==> src/rtl/pulse_seq_pkg.sv <==
// Shared definitions for the multi-channel pulse sequencer: run-mode
// encodings, configuration register map and the sequencer state type.
package pulse_seq_pkg;

    // Run modes held in the mode register
    localparam logic [1:0] MODE_OFF   = 2'd0;
    localparam logic [1:0] MODE_CONT  = 2'd1;
    localparam logic [1:0] MODE_BURST = 2'd2;
    localparam logic [1:0] MODE_TRIG  = 2'd3;

    // Configuration register map; channel k owns two consecutive entries
    localparam int ADDR_PERIOD  = 0;
    localparam int ADDR_MODE    = 1;
    localparam int ADDR_BURST   = 2;
    localparam int ADDR_CH_BASE = 3;

    // IDLE waits for a start, RUN counts periods, DONE emits the finish strobe
    typedef enum logic [1:0] {
        ST_IDLE = 2'd0,
        ST_RUN  = 2'd1,
        ST_DONE = 2'd2
    } state_e;

    // Address of the delay register belonging to channel k
    function automatic int ch_delay_addr(input int k);
        return ADDR_CH_BASE + 2 * k;
    endfunction

    // Address of the width register belonging to channel k
    function automatic int ch_width_addr(input int k);
        return ADDR_CH_BASE + 2 * k + 1;
    endfunction

endpackage

==> src/rtl/pulse_seq_gen_chan.sv <==
// One pulse channel: compares the shared period counter against this
// channel's delay/width window and registers the result, so every channel
// lines up with sync one clock after the counter value.
module pulse_chan
    import pulse_seq_pkg::*;
#(
    parameter int CNT_W = 32
) (
    input  logic             clk_pll,
    input  logic             resetn,
    input  logic             run,
    input  logic [CNT_W-1:0] cnt,
    input  logic [CNT_W-1:0] delay,
    input  logic [CNT_W-1:0] width,
    output logic             pulse
);

    logic             pulse_d;
    logic             pulse_q;
    logic [CNT_W:0]   win_end;

    // Window test done one bit wider so delay+width can never wrap around
    always_comb begin
        win_end = {1'b0, delay} + {1'b0, width};
        pulse_d = run && (cnt >= delay) && ({1'b0, cnt} < win_end);
    end

    // Output register, cleared by the synchronous reset
    always_ff @(posedge clk_pll) begin
        if (!resetn) begin
            pulse_q <= 1'b0;
        end else begin
            pulse_q <= pulse_d;
        end
    end

    assign pulse = pulse_q;

endmodule

==> src/rtl/pulse_seq_gen.sv <==
// Multi-channel pulse sequencer. A single period counter drives NCH
// delay/width channels and a sync marker. Configuration is written into
// shadow registers and copied to the active set while idle or on the last
// cycle of each period, so a running period never sees a half-written setup.
module pulse_seq_gen
    import pulse_seq_pkg::*;
#(
    parameter int NCH      = 4,
    parameter int CNT_W    = 32,
    parameter int SYNC_LEN = 4,
    parameter int ADDR_W   = 6
) (
    input  logic              clk_pll,
    input  logic              resetn,
    input  logic              cfg_we,
    input  logic [ADDR_W-1:0] cfg_addr,
    input  logic [CNT_W-1:0]  cfg_wdata,
    input  logic              trig,
    output logic              sync,
    output logic [NCH-1:0]    pulse,
    output logic              busy,
    output logic              done
);

    // Shadow (written by the config port) and active (used by the counter) sets
    logic [CNT_W-1:0]            period_sh_q, period_sh_d;
    logic [1:0]                  mode_sh_q, mode_sh_d;
    logic [CNT_W-1:0]            burst_sh_q, burst_sh_d;
    logic [NCH-1:0][CNT_W-1:0]   delay_sh_q, delay_sh_d;
    logic [NCH-1:0][CNT_W-1:0]   width_sh_q, width_sh_d;

    logic [CNT_W-1:0]            period_act_q, period_act_d;
    logic [1:0]                  mode_act_q, mode_act_d;
    logic [CNT_W-1:0]            burst_act_q, burst_act_d;
    logic [NCH-1:0][CNT_W-1:0]   delay_act_q, delay_act_d;
    logic [NCH-1:0][CNT_W-1:0]   width_act_q, width_act_d;

    // Sequencer state
    state_e                      state_q, state_d;
    logic [CNT_W-1:0]            cnt_q, cnt_d;
    logic [CNT_W-1:0]            pdone_q, pdone_d;
    logic                        start_pend_q, start_pend_d;

    // Trigger synchroniser and edge-detect history
    logic                        trig_s1_q, trig_s1_d;
    logic                        trig_s2_q, trig_s2_d;
    logic                        trig_s3_q, trig_s3_d;

    // Registered outputs
    logic                        sync_q, sync_d;
    logic                        busy_q, busy_d;
    logic                        done_q, done_d;

    // Combinational helpers
    logic                        mode_wr;
    logic                        mode_off_wr;
    logic                        start_wr;
    logic                        trig_rise;
    logic                        commit;
    logic                        period_last;
    logic                        chan_run;
    logic [CNT_W-1:0]            eff_period;
    logic [CNT_W:0]              pdone_inc;

    // Decode the config port: mode writes, and which writes request a start
    always_comb begin
        mode_wr     = cfg_we && (cfg_addr == ADDR_W'(ADDR_MODE));
        mode_off_wr = mode_wr && (cfg_wdata[1:0] == MODE_OFF);
        start_wr    = mode_wr && ((cfg_wdata[1:0] == MODE_CONT) ||
                                  (cfg_wdata[1:0] == MODE_BURST));
    end

    // Shadow register writes; unmapped addresses match nothing and are dropped
    always_comb begin
        period_sh_d = period_sh_q;
        mode_sh_d   = mode_sh_q;
        burst_sh_d  = burst_sh_q;
        delay_sh_d  = delay_sh_q;
        width_sh_d  = width_sh_q;
        if (cfg_we) begin
            if (cfg_addr == ADDR_W'(ADDR_PERIOD)) period_sh_d = cfg_wdata;
            if (cfg_addr == ADDR_W'(ADDR_MODE))   mode_sh_d   = cfg_wdata[1:0];
            if (cfg_addr == ADDR_W'(ADDR_BURST))  burst_sh_d  = cfg_wdata;
            for (int k = 0; k < NCH; k++) begin
                if (cfg_addr == ADDR_W'(ch_delay_addr(k))) delay_sh_d[k] = cfg_wdata;
                if (cfg_addr == ADDR_W'(ch_width_addr(k))) width_sh_d[k] = cfg_wdata;
            end
        end
    end

    // Two-flop synchroniser on trig plus one more stage for rising-edge detect
    always_comb begin
        trig_s1_d = trig;
        trig_s2_d = trig_s1_q;
        trig_s3_d = trig_s2_q;
        trig_rise = trig_s2_q && !trig_s3_q;
    end

    // Period length is never shorter than two cycles; flag the last count
    always_comb begin
        eff_period  = (period_act_q < CNT_W'(2)) ? CNT_W'(2) : period_act_q;
        period_last = (cnt_q == eff_period - CNT_W'(1));
        pdone_inc   = {1'b0, pdone_q} + (CNT_W + 1)'(1);
    end

    // Next-state logic: start conditions, period wrap, burst/single-shot finish
    always_comb begin
        state_d = state_q;
        cnt_d   = cnt_q;
        pdone_d = pdone_q;
        commit  = 1'b0;
        case (state_q)
            ST_IDLE: begin
                commit  = 1'b1;
                cnt_d   = '0;
                pdone_d = '0;
                if ((mode_sh_q == MODE_TRIG) && trig_rise) begin
                    state_d = ST_RUN;
                end else if (start_pend_q &&
                             ((mode_sh_q == MODE_CONT) ||
                              ((mode_sh_q == MODE_BURST) && (burst_sh_q != '0)))) begin
                    state_d = ST_RUN;
                end
            end
            ST_RUN: begin
                if (period_last) begin
                    commit = 1'b1;
                    cnt_d  = '0;
                    if (mode_act_q == MODE_TRIG) begin
                        state_d = ST_DONE;
                    end else if (mode_act_q == MODE_BURST) begin
                        if (pdone_inc >= {1'b0, burst_act_q}) begin
                            state_d = ST_DONE;
                        end else begin
                            pdone_d = pdone_inc[CNT_W-1:0];
                        end
                    end
                end else begin
                    cnt_d = cnt_q + CNT_W'(1);
                end
            end
            ST_DONE: begin
                commit  = 1'b1;
                state_d = ST_IDLE;
            end
            default: begin
                state_d = ST_IDLE;
            end
        endcase
        if (mode_off_wr) begin
            state_d = ST_IDLE;
            cnt_d   = '0;
            pdone_d = '0;
        end
    end

    // A start request stays pending until the next commit consumes it
    always_comb begin
        start_pend_d = start_pend_q;
        if (commit) start_pend_d = 1'b0;
        if (start_wr) start_pend_d = 1'b1;
    end

    // Copy shadow to active on commit; an OFF write bypasses the shadow path
    always_comb begin
        period_act_d = period_act_q;
        mode_act_d   = mode_act_q;
        burst_act_d  = burst_act_q;
        delay_act_d  = delay_act_q;
        width_act_d  = width_act_q;
        if (commit) begin
            period_act_d = period_sh_q;
            mode_act_d   = mode_sh_q;
            burst_act_d  = burst_sh_q;
            delay_act_d  = delay_sh_q;
            width_act_d  = width_sh_q;
        end
        if (mode_off_wr) mode_act_d = MODE_OFF;
    end

    // Output decode from the current count; an OFF write blanks them at once
    always_comb begin
        chan_run = (state_q == ST_RUN) && !mode_off_wr;
        sync_d   = chan_run && (cnt_q < CNT_W'(SYNC_LEN));
        busy_d   = chan_run;
        done_d   = (state_q == ST_DONE) && !mode_off_wr;
    end

    // All sequential state, cleared together by the synchronous reset
    always_ff @(posedge clk_pll) begin
        if (!resetn) begin
            period_sh_q  <= '0;
            mode_sh_q    <= MODE_OFF;
            burst_sh_q   <= '0;
            delay_sh_q   <= '0;
            width_sh_q   <= '0;
            period_act_q <= '0;
            mode_act_q   <= MODE_OFF;
            burst_act_q  <= '0;
            delay_act_q  <= '0;
            width_act_q  <= '0;
            state_q      <= ST_IDLE;
            cnt_q        <= '0;
            pdone_q      <= '0;
            start_pend_q <= 1'b0;
            trig_s1_q    <= 1'b0;
            trig_s2_q    <= 1'b0;
            trig_s3_q    <= 1'b0;
            sync_q       <= 1'b0;
            busy_q       <= 1'b0;
            done_q       <= 1'b0;
        end else begin
            period_sh_q  <= period_sh_d;
            mode_sh_q    <= mode_sh_d;
            burst_sh_q   <= burst_sh_d;
            delay_sh_q   <= delay_sh_d;
            width_sh_q   <= width_sh_d;
            period_act_q <= period_act_d;
            mode_act_q   <= mode_act_d;
            burst_act_q  <= burst_act_d;
            delay_act_q  <= delay_act_d;
            width_act_q  <= width_act_d;
            state_q      <= state_d;
            cnt_q        <= cnt_d;
            pdone_q      <= pdone_d;
            start_pend_q <= start_pend_d;
            trig_s1_q    <= trig_s1_d;
            trig_s2_q    <= trig_s2_d;
            trig_s3_q    <= trig_s3_d;
            sync_q       <= sync_d;
            busy_q       <= busy_d;
            done_q       <= done_d;
        end
    end

    for (genvar k = 0; k < NCH; k++) begin : g_chan
        pulse_chan #(
            .CNT_W (CNT_W)
        ) u_chan (
            .clk_pll (clk_pll),
            .resetn  (resetn),
            .run     (chan_run),
            .cnt     (cnt_q),
            .delay   (delay_act_q[k]),
            .width   (width_act_q[k]),
            .pulse   (pulse[k])
        );
    end

    assign sync = sync_q;
    assign busy = busy_q;
    assign done = done_q;

endmodule
==> config.mk <==
export PLATFORM = sky130hd
export DESIGN_NAME = pulse_seq_gen
export DESIGN_NICKNAME = d
export VERILOG_FILES = /design/src/rtl/pulse_seq_pkg.sv /design/src/rtl/pulse_seq_gen_chan.sv /design/src/rtl/pulse_seq_gen.sv
export SDC_FILE = /design/constraint.sdc
export NUM_CORES = 2
export LEC_CHECK = 0
export CORE_UTILIZATION = 40
export CTS_BUF_LIST = sky130_fd_sc_hd__clkbuf_2
export DETAILED_ROUTE_END_ITERATION = 6
export GPL_TIMING_DRIVEN = 0
export MAX_ROUTING_LAYER = met4
export PLACE_DENSITY_LB_ADDON = 0.08
export RECOVER_POWER = 50
export SYNTH_ARGS = -nofsm -noshare
export SYNTH_HDL_FRONTEND = slang
export SYNTH_SLANG_ARGS = --single-unit
==> constraint.sdc <==
create_clock -name clk_pll -period 4.9 [get_ports clk_pll]
set_input_delay 0.735 -clock clk_pll [delete_from_list [all_inputs] [get_ports clk_pll]]
set_output_delay 0.735 -clock clk_pll [all_outputs]
set_load 0.1 [all_outputs]
# Word level (Yosys, flattened, before mapping)
# Index checks and enable logic that the tools add are counted.
# totals
regBits	721
latch_bits	0
ram_bits	0
romBits	0
input_bits	42
output_inout_bits	7
word_cells	144
mem_count	0
# classes
add_sub_neg	7
mul	0
div_mod_pow	0
n_lt_le_gt_ge	11
eq_ne	27
shift	0
muxes	19
bitwise	1
reduce_logical	43
# ops
op	n
32-bit 2-to-1 mux	6
32-bit by 32-bit adder with 33-bit output	4
32-bit by 33-bit < comparator with 1-bit output	4
32-bit greater-or-equal comparator	4
32-bit case mux with 2 select lines	2
32-bit by 1-bit adder with 33-bit output (second input constant)	1
33-bit by 32-bit greater-or-equal comparator with 1-bit output	1
32-bit by 1-bit adder with 32-bit output (second input constant)	1
32-bit == test	1
32-bit by 2-bit < comparator with 1-bit output (second input constant)	1
32-bit by 3-bit < comparator with 1-bit output (second input constant)	1
32-bit nonzero test	1
32-bit by 1-bit subtractor with 32-bit output (second input constant)	1
6-bit by 3-bit == test with 1-bit output (second input constant)	4
2-bit AND reduction	11
6-bit by 4-bit == test with 1-bit output (second input constant)	3
1-bit logical AND	18
2-bit == test (second input constant)	6
6-bit by 2-bit == test with 1-bit output (second input constant)	2
2-bit 2-to-1 mux	6
3-bit != test (second input constant)	3
2-bit != test (second input constant)	4
2-bit by 1-bit == test with 1-bit output (second input constant)	3
6-bit by 1-bit == test with 1-bit output (second input constant)	1
12 further kinds	19

# Longest topological paths before layout
# depth
word_depth	8
mapped_depth	22
depth_no_buf	22

# By module
# Synthesis repeated with hierarchy kept, for this count alone.
# unflattened
hier_cells	5379
area_unflattened_um2	42388.2
# by_module_without_submodules
mod	instances	cells_each	area_each_um2	seq_area_each_um2
pulse_seq_gen	1	3742	29878.7	14353.8
pulse_chan (g_chan[3].u_chan)	1	414	3175.5	20.0
pulse_chan (g_chan[0].u_chan)	1	416	3171.8	20.0
pulse_chan (g_chan[2].u_chan)	1	410	3130.5	20.0
pulse_chan (g_chan[1].u_chan)	1	397	3031.7	20.0

# Worst setup path after synthesis
# No wires, ideal clock.
# synth_path
path_kind	reg2reg
startpoint	register delay_act_q[64] (netlist bit)
endpoint	register g_chan[2].u_chan.pulse_q
setup_ps	123
arrival_ps	4465
required_ps	4777
slack_ps	312
path_stages_with_launch	21
path_buffers	0
synth_period_minus_slack_ps	4588
cell_sequence	dfxtp_1 -> ha_1 -> fa_1 -> a211o_1 -> a2111oi_0 -> o21a_1 -> o21ai_0 -> a221oi_1 -> a21oi_1 -> a21o_1 -> a21oi_1 -> xor2_1 -> ha_1 -> nand4_1 -> or2_2 -> nor4_1 -> o31ai_1 -> a21boi_0 -> o2111ai_1 -> a221oi_1 -> nor3_1
# synth_via
elab_chain_len	3
elab_cells_between_ends	5
cone_classes	1 x add/sub; 2 x order compare; 2 x reduce/logical
# synth_lines
element	line	rtl
from (decl)	pulse_seq_gen.sv:35	logic [NCH-1:0][CNT_W-1:0] delay_act_q, delay_act_d;
from (signal assigned)	pulse_seq_gen.sv:221	delay_act_q <= delay_act_d;
32-bit by 32-bit adder with 33-bit output or 32-bit greater-or-equal comparator (tied branches)	pulse_seq_gen_chan.sv:24, pulse_seq_gen_chan.sv:25	
32-bit by 33-bit < comparator with 1-bit output or 1-bit logical AND (tied branches)	pulse_seq_gen_chan.sv:25	pulse_d = run && (cnt >= delay) && ({1'b0, cnt} < win_end);
1-bit logical AND *	pulse_seq_gen_chan.sv:25	
to (signal assigned)	pulse_seq_gen_chan.sv:33	pulse_q <= pulse_d;
to (decl)	pulse_seq_gen_chan.sv:19	logic pulse_q;
# Every way passes the cells marked *; elsewhere a longest branch is shown, timed or not.
# A chain may end at the register's enable or synchronous reset.

# Worst setup path in the final report
# layout_path
startpoint	register delay_act_q[96] (netlist bit)
endpoint	register g_chan[3].u_chan.pulse_q
# layout_via
elab_chain_len	3
elab_cells_between_ends	5
cone_classes	1 x add/sub; 2 x order compare; 2 x reduce/logical
# layout_lines
element	line
32-bit by 32-bit adder with 33-bit output or 32-bit greater-or-equal comparator (tied branches)	pulse_seq_gen_chan.sv:24, pulse_seq_gen_chan.sv:25
32-bit by 33-bit < comparator with 1-bit output or 1-bit logical AND (tied branches)	pulse_seq_gen_chan.sv:25
1-bit logical AND *	pulse_seq_gen_chan.sv:25
to (signal assigned)	pulse_seq_gen_chan.sv:33
to (decl)	pulse_seq_gen_chan.sv:19
# Marks and branches as above.

==> metrics.md <==
| Metric | Value |
|---|---|
| Status | `complete, but fails checks` |
| Violated checks | `DRC, capacitance limit, slew limit` |
| Setup violators final | `0` |
| Sequential Power Share | `0.530` |
| Final Skew | `0.107 ns` |
| Syn. warnings | `0` |
| # fillers | `10.7k` |
| Worst Tran Pin Value | `approximately 1.6 ns` |
| Worst path slowest cell | `fa_1` |
| Slew headroom | `-0.0898` |
| Die Span Y | `324 µm` |
| Initial antenna violation count | `21` |
| Clock-pin slew on the worst setup and hold paths | `approximately 0.10 ns` |
| Maximum number of pins on one net before global-route repair | `17` |
| Synth Flop Type | `dfxtp_1` |
| Post-Syn Area per Cell | `8.00 µm²` |
| Skew-Pair Late Insertion Delay | `1.54 ns` |
| Drc violations | `3` |
| Combinational group share of total power | `0.053` |
| Final hold violation count | `0` |
| Clock Tree Buf Depth | `3` |
| Slowest stage delay, CP | `0.42 ns` |
| First-pass GRT wire length | `221 mm` |
| Clk pwr share | `0.417` |
| Maximum clock rate | `209 MHz` |
| FP Rows | `117` |
| Ports | `49` |
| Clk sinks | `721` |
| NetSw | `3130 µW` |
| EDFF count, synth | `0` |
| CP delay by family, top | `compound AO/OA/AOI/OAI gates` |
| Share of post-route cells with drive strength above 1 | `0.101` |
| Tightest Hold Check Type | `in2reg` |
| WL final | `between 150 and 200 mm` |
| Starting Density | `0.405` |
| Core ar. | `0.102 mm²` |
| Switching share of power | `0.282` |
| WL per Instance | `around 22 µm` |
| Routed vias | `37.3k` |
| Max-slew violation count | `72` |
| Number of port buffers | `17` |
| Startpoint class of the critical path | `register` |
| Area delta synth->final | `11.9%` |
| Setup TNS Final | `0 ns` |
| Total global-route track usage | `0.294` |
| Multi-input gate area | `0.0253 mm²` |
| CP Class | `reg2reg` |
| Synth Net Count | `5642` |
| CTS tree | `built` |
| Worst vdd ir | `0.207 mV` |
| Remaining antenna violation count after routing | `0` |
| Crit path cell chain | `ha_1 > fa_1 > a21o_1 > a21oi_2 > o21a_2 > nor4_4 > o31ai_2 > buf_4 > nand2_2 > a21oi_2 > o21bai_1 > a21oi_1 > xor2_1 > ha_1 > a21o_1 > a21o_1 > a211oi_2 > nand3_1 > a21oi_1 > o21ai_0 > a41oi_2 > a311oi_1 > a21oi_2` |
| WP buf/inv | `1` |
| Worst Setup End Kind | `register` |
| Vias/cell | `5.35` |
| Die ar. | `0.105 mm²` |
| Required time worst endpoint | `6.30 ns` |
| CTS root buf | `clkbuf_2` |
| Cell count after synthesis | `5180` |
| Power density cells | `approximately 240 mW/mm²` |
| RD Place Congestion | `0.903` |
| Die Wd | `324 µm` |
| Mapped cell area | `~0.041 mm²` |
| FF/Latch Area | `between 0.01 and 0.015 mm²` |
| Vias in the first global route | `35.0k` |
| DR iter-0 viols | `3015` |
| Clock buffer count from CTS | `roughly 200` |
| Int Power | `~8000 µW` |
| DP HPWL | `106 mm` |
| Library cells used by synthesis | `78` |
| Final #Nets | `5919` |
| Max Cap Violations | `5` |
| Power Total | `11100 µW` |
| Tcrit/Tclk final | `0.978` |
| Worst-path fanout max | `4` |
| CTS H-tree lvls | `4` |
| Post-layout util | `0.454` |
| Post-synthesis sequential area ratio | `0.348` |
| Leak Pwr | `0.0180 µW` |
| Fin crit period | `about 4.8 ns` |
| Register bit count reported by yosys | `721` |
| Worst Path Arrival | `6.19 ns` |
| Congestion Overflow GR | `0` |
| Post-synth ARST share | `0` |
| Drt first pass iters | `7` |
[synthesized netlist by cell type, drive strengths merged, types with 37 or more instances]
library cell | count | area [µm²]
nand2 | 1445 | 5420
nor2 | 105 | 394
nand2b | 37 | 231
nor2b | 37 | 231
clkbuf | 207 | 777
nand3 | 68 | 340
xor2 | 82 | 718
a21oi | 186 | 935
dfxtp | 721 | 14400
ha | 416 | 5200
buf | 77 | 453
nand4 | 47 | 309
inv | 231 | 867
nor4 | 47 | 322
o21ai | 159 | 807
xnor2 | 100 | 876
nor3 | 62 | 322
a21o | 124 | 931
a21boi | 649 | 4870
[cell type report]
class                           count  share of cell area
Multi-Input combinational cell   3944               0.547
Sequential cell                   721               0.312
Tap cell                         1368              0.0369
Clock buffer                      293              0.0316
Buffer                            281              0.0288
Inverter                          231              0.0187
Timing Repair Buffer               83              0.0175
Clock inverter                     42             0.00780
Antenna cell                        6            0.000324
[flip-flops by register name (all words and copies together) (netlist names), 4 cells and up]
signal,count
width_sh_q,128
delay_sh_q,128
period_act_q,32
delay_act_q,128
cnt_q,32
width_act_q,128
period_sh_q,32
pdone_q,32
burst_sh_q,32
burst_act_q,32
g_chan.u_chan.pulse,4
[logic make-up (layout without fill, tap and decap cells)]
group,Yosys count,after routing,share of synthesized area
other cells,0,6,0
buf+inv,515,930,0.0506
simple gates,1977,1977,0.206
mux,7,7,0.00172
flops,721,721,0.348
xor+xnor,182,182,0.0385
compound gates,1358,1358,0.228
fa+ha+maj,420,420,0.128
[stage by stage]
stage          hold slack (ns)  instances  instance area [µm²]  worst slack [ns]
6_report                 0.156       6969                46400             0.110
5_1_grt                 0.0799       6965                46400           -0.0777
4_1_cts                 0.0491       6949                46000           0.00366
3_5_place_dp             0.424       6569                43400             -1.66
3_3_place_gp             0.423       6565                43300             -1.79
2_1_floorplan            0.412       5180                41400             0.312
[placed cells by master (no fill, tap or decap), types with 13 or more instances in the layout]
cell type         n
inv_1           231
a31oi_1          31
a21boi_0        487
nand2b_1         37
clkbuf_1        171
o31ai_1          13
clkbuf_2        323
xnor2_1         100
nor4_1           36
o211ai_1         18
nor2b_1          37
ha_1            412
and4_1           18
dfxtp_1         712
and2_1           15
or2_2            15
clkinv_1         21
and3_1           27
a21boi_1        162
dlygate4sd3_1    43
nand2_1        1444
o21ai_0         145
o21a_1           33
nor3_1           51
a21o_1          124
nor2_1          100
a211oi_1         17
nand3_1          63
buf_4            57
nand4_1          46
xor2_1           82
a21oi_1         179
o21bai_1         24
buf_2            36
[worst paths after layout]
kind                                      from                                end  slack, ns  cells after the start
setup / recovery  delay_act_q[96]$_SDFFE_PN0P_  g_chan[3].u_chan.pulse$_SDFF_PN0_       0.11                     23
hold / removal                    cfg_wdata[1]          mode_sh_q[1]$_SDFFE_PN0P_       0.16                      3
setup reg to reg  delay_act_q[96]$_SDFFE_PN0P_  g_chan[3].u_chan.pulse$_SDFF_PN0_       0.11                     23
hold reg to reg    delay_sh_q[31]$_SDFFE_PN0P_       delay_act_q[31]$_SDFFE_PN0P_       0.39                      2
[per-layer routing]
metal  global-route usage  part of all wire  wire, µm  up-vias
met1                0.394              0.46     68400    17500
met4                0.105             0.034      5150        0
met5                    -                 0         0        -
met3               0.0479             0.073     10900      245
li1                     -                 -         -    18400
met2                0.443              0.44     65500     1101
[power groups by stage]
stage / combinational, µW / sequential (µW) / clock [µW]
after floorplan: 293 / 6020 / 0
after global placement: 544 / 6030 / 0
after detailed placement: 552 / 6030 / 0
after CTS: 582 / 5890 / 4750
after global routing: 620 / 5900 / 5070
final: 592 / 5890 / 4640
[tightest hold or removal path: stages]
cell and delay (ns):
clkdlybuf4s50_1 0.58, mux2i_1 0.22, nor2b_1 0.06
[timing repair]
action	in CTS	in global routing
endpoints found under the setup margin	391	388
hold endpoints to repair	297	0
buffers inserted	11	16
hold buffers	35	0
gates resized for setup	75	68
pin swaps	16	30
Power figures use the tool's default switching activity.
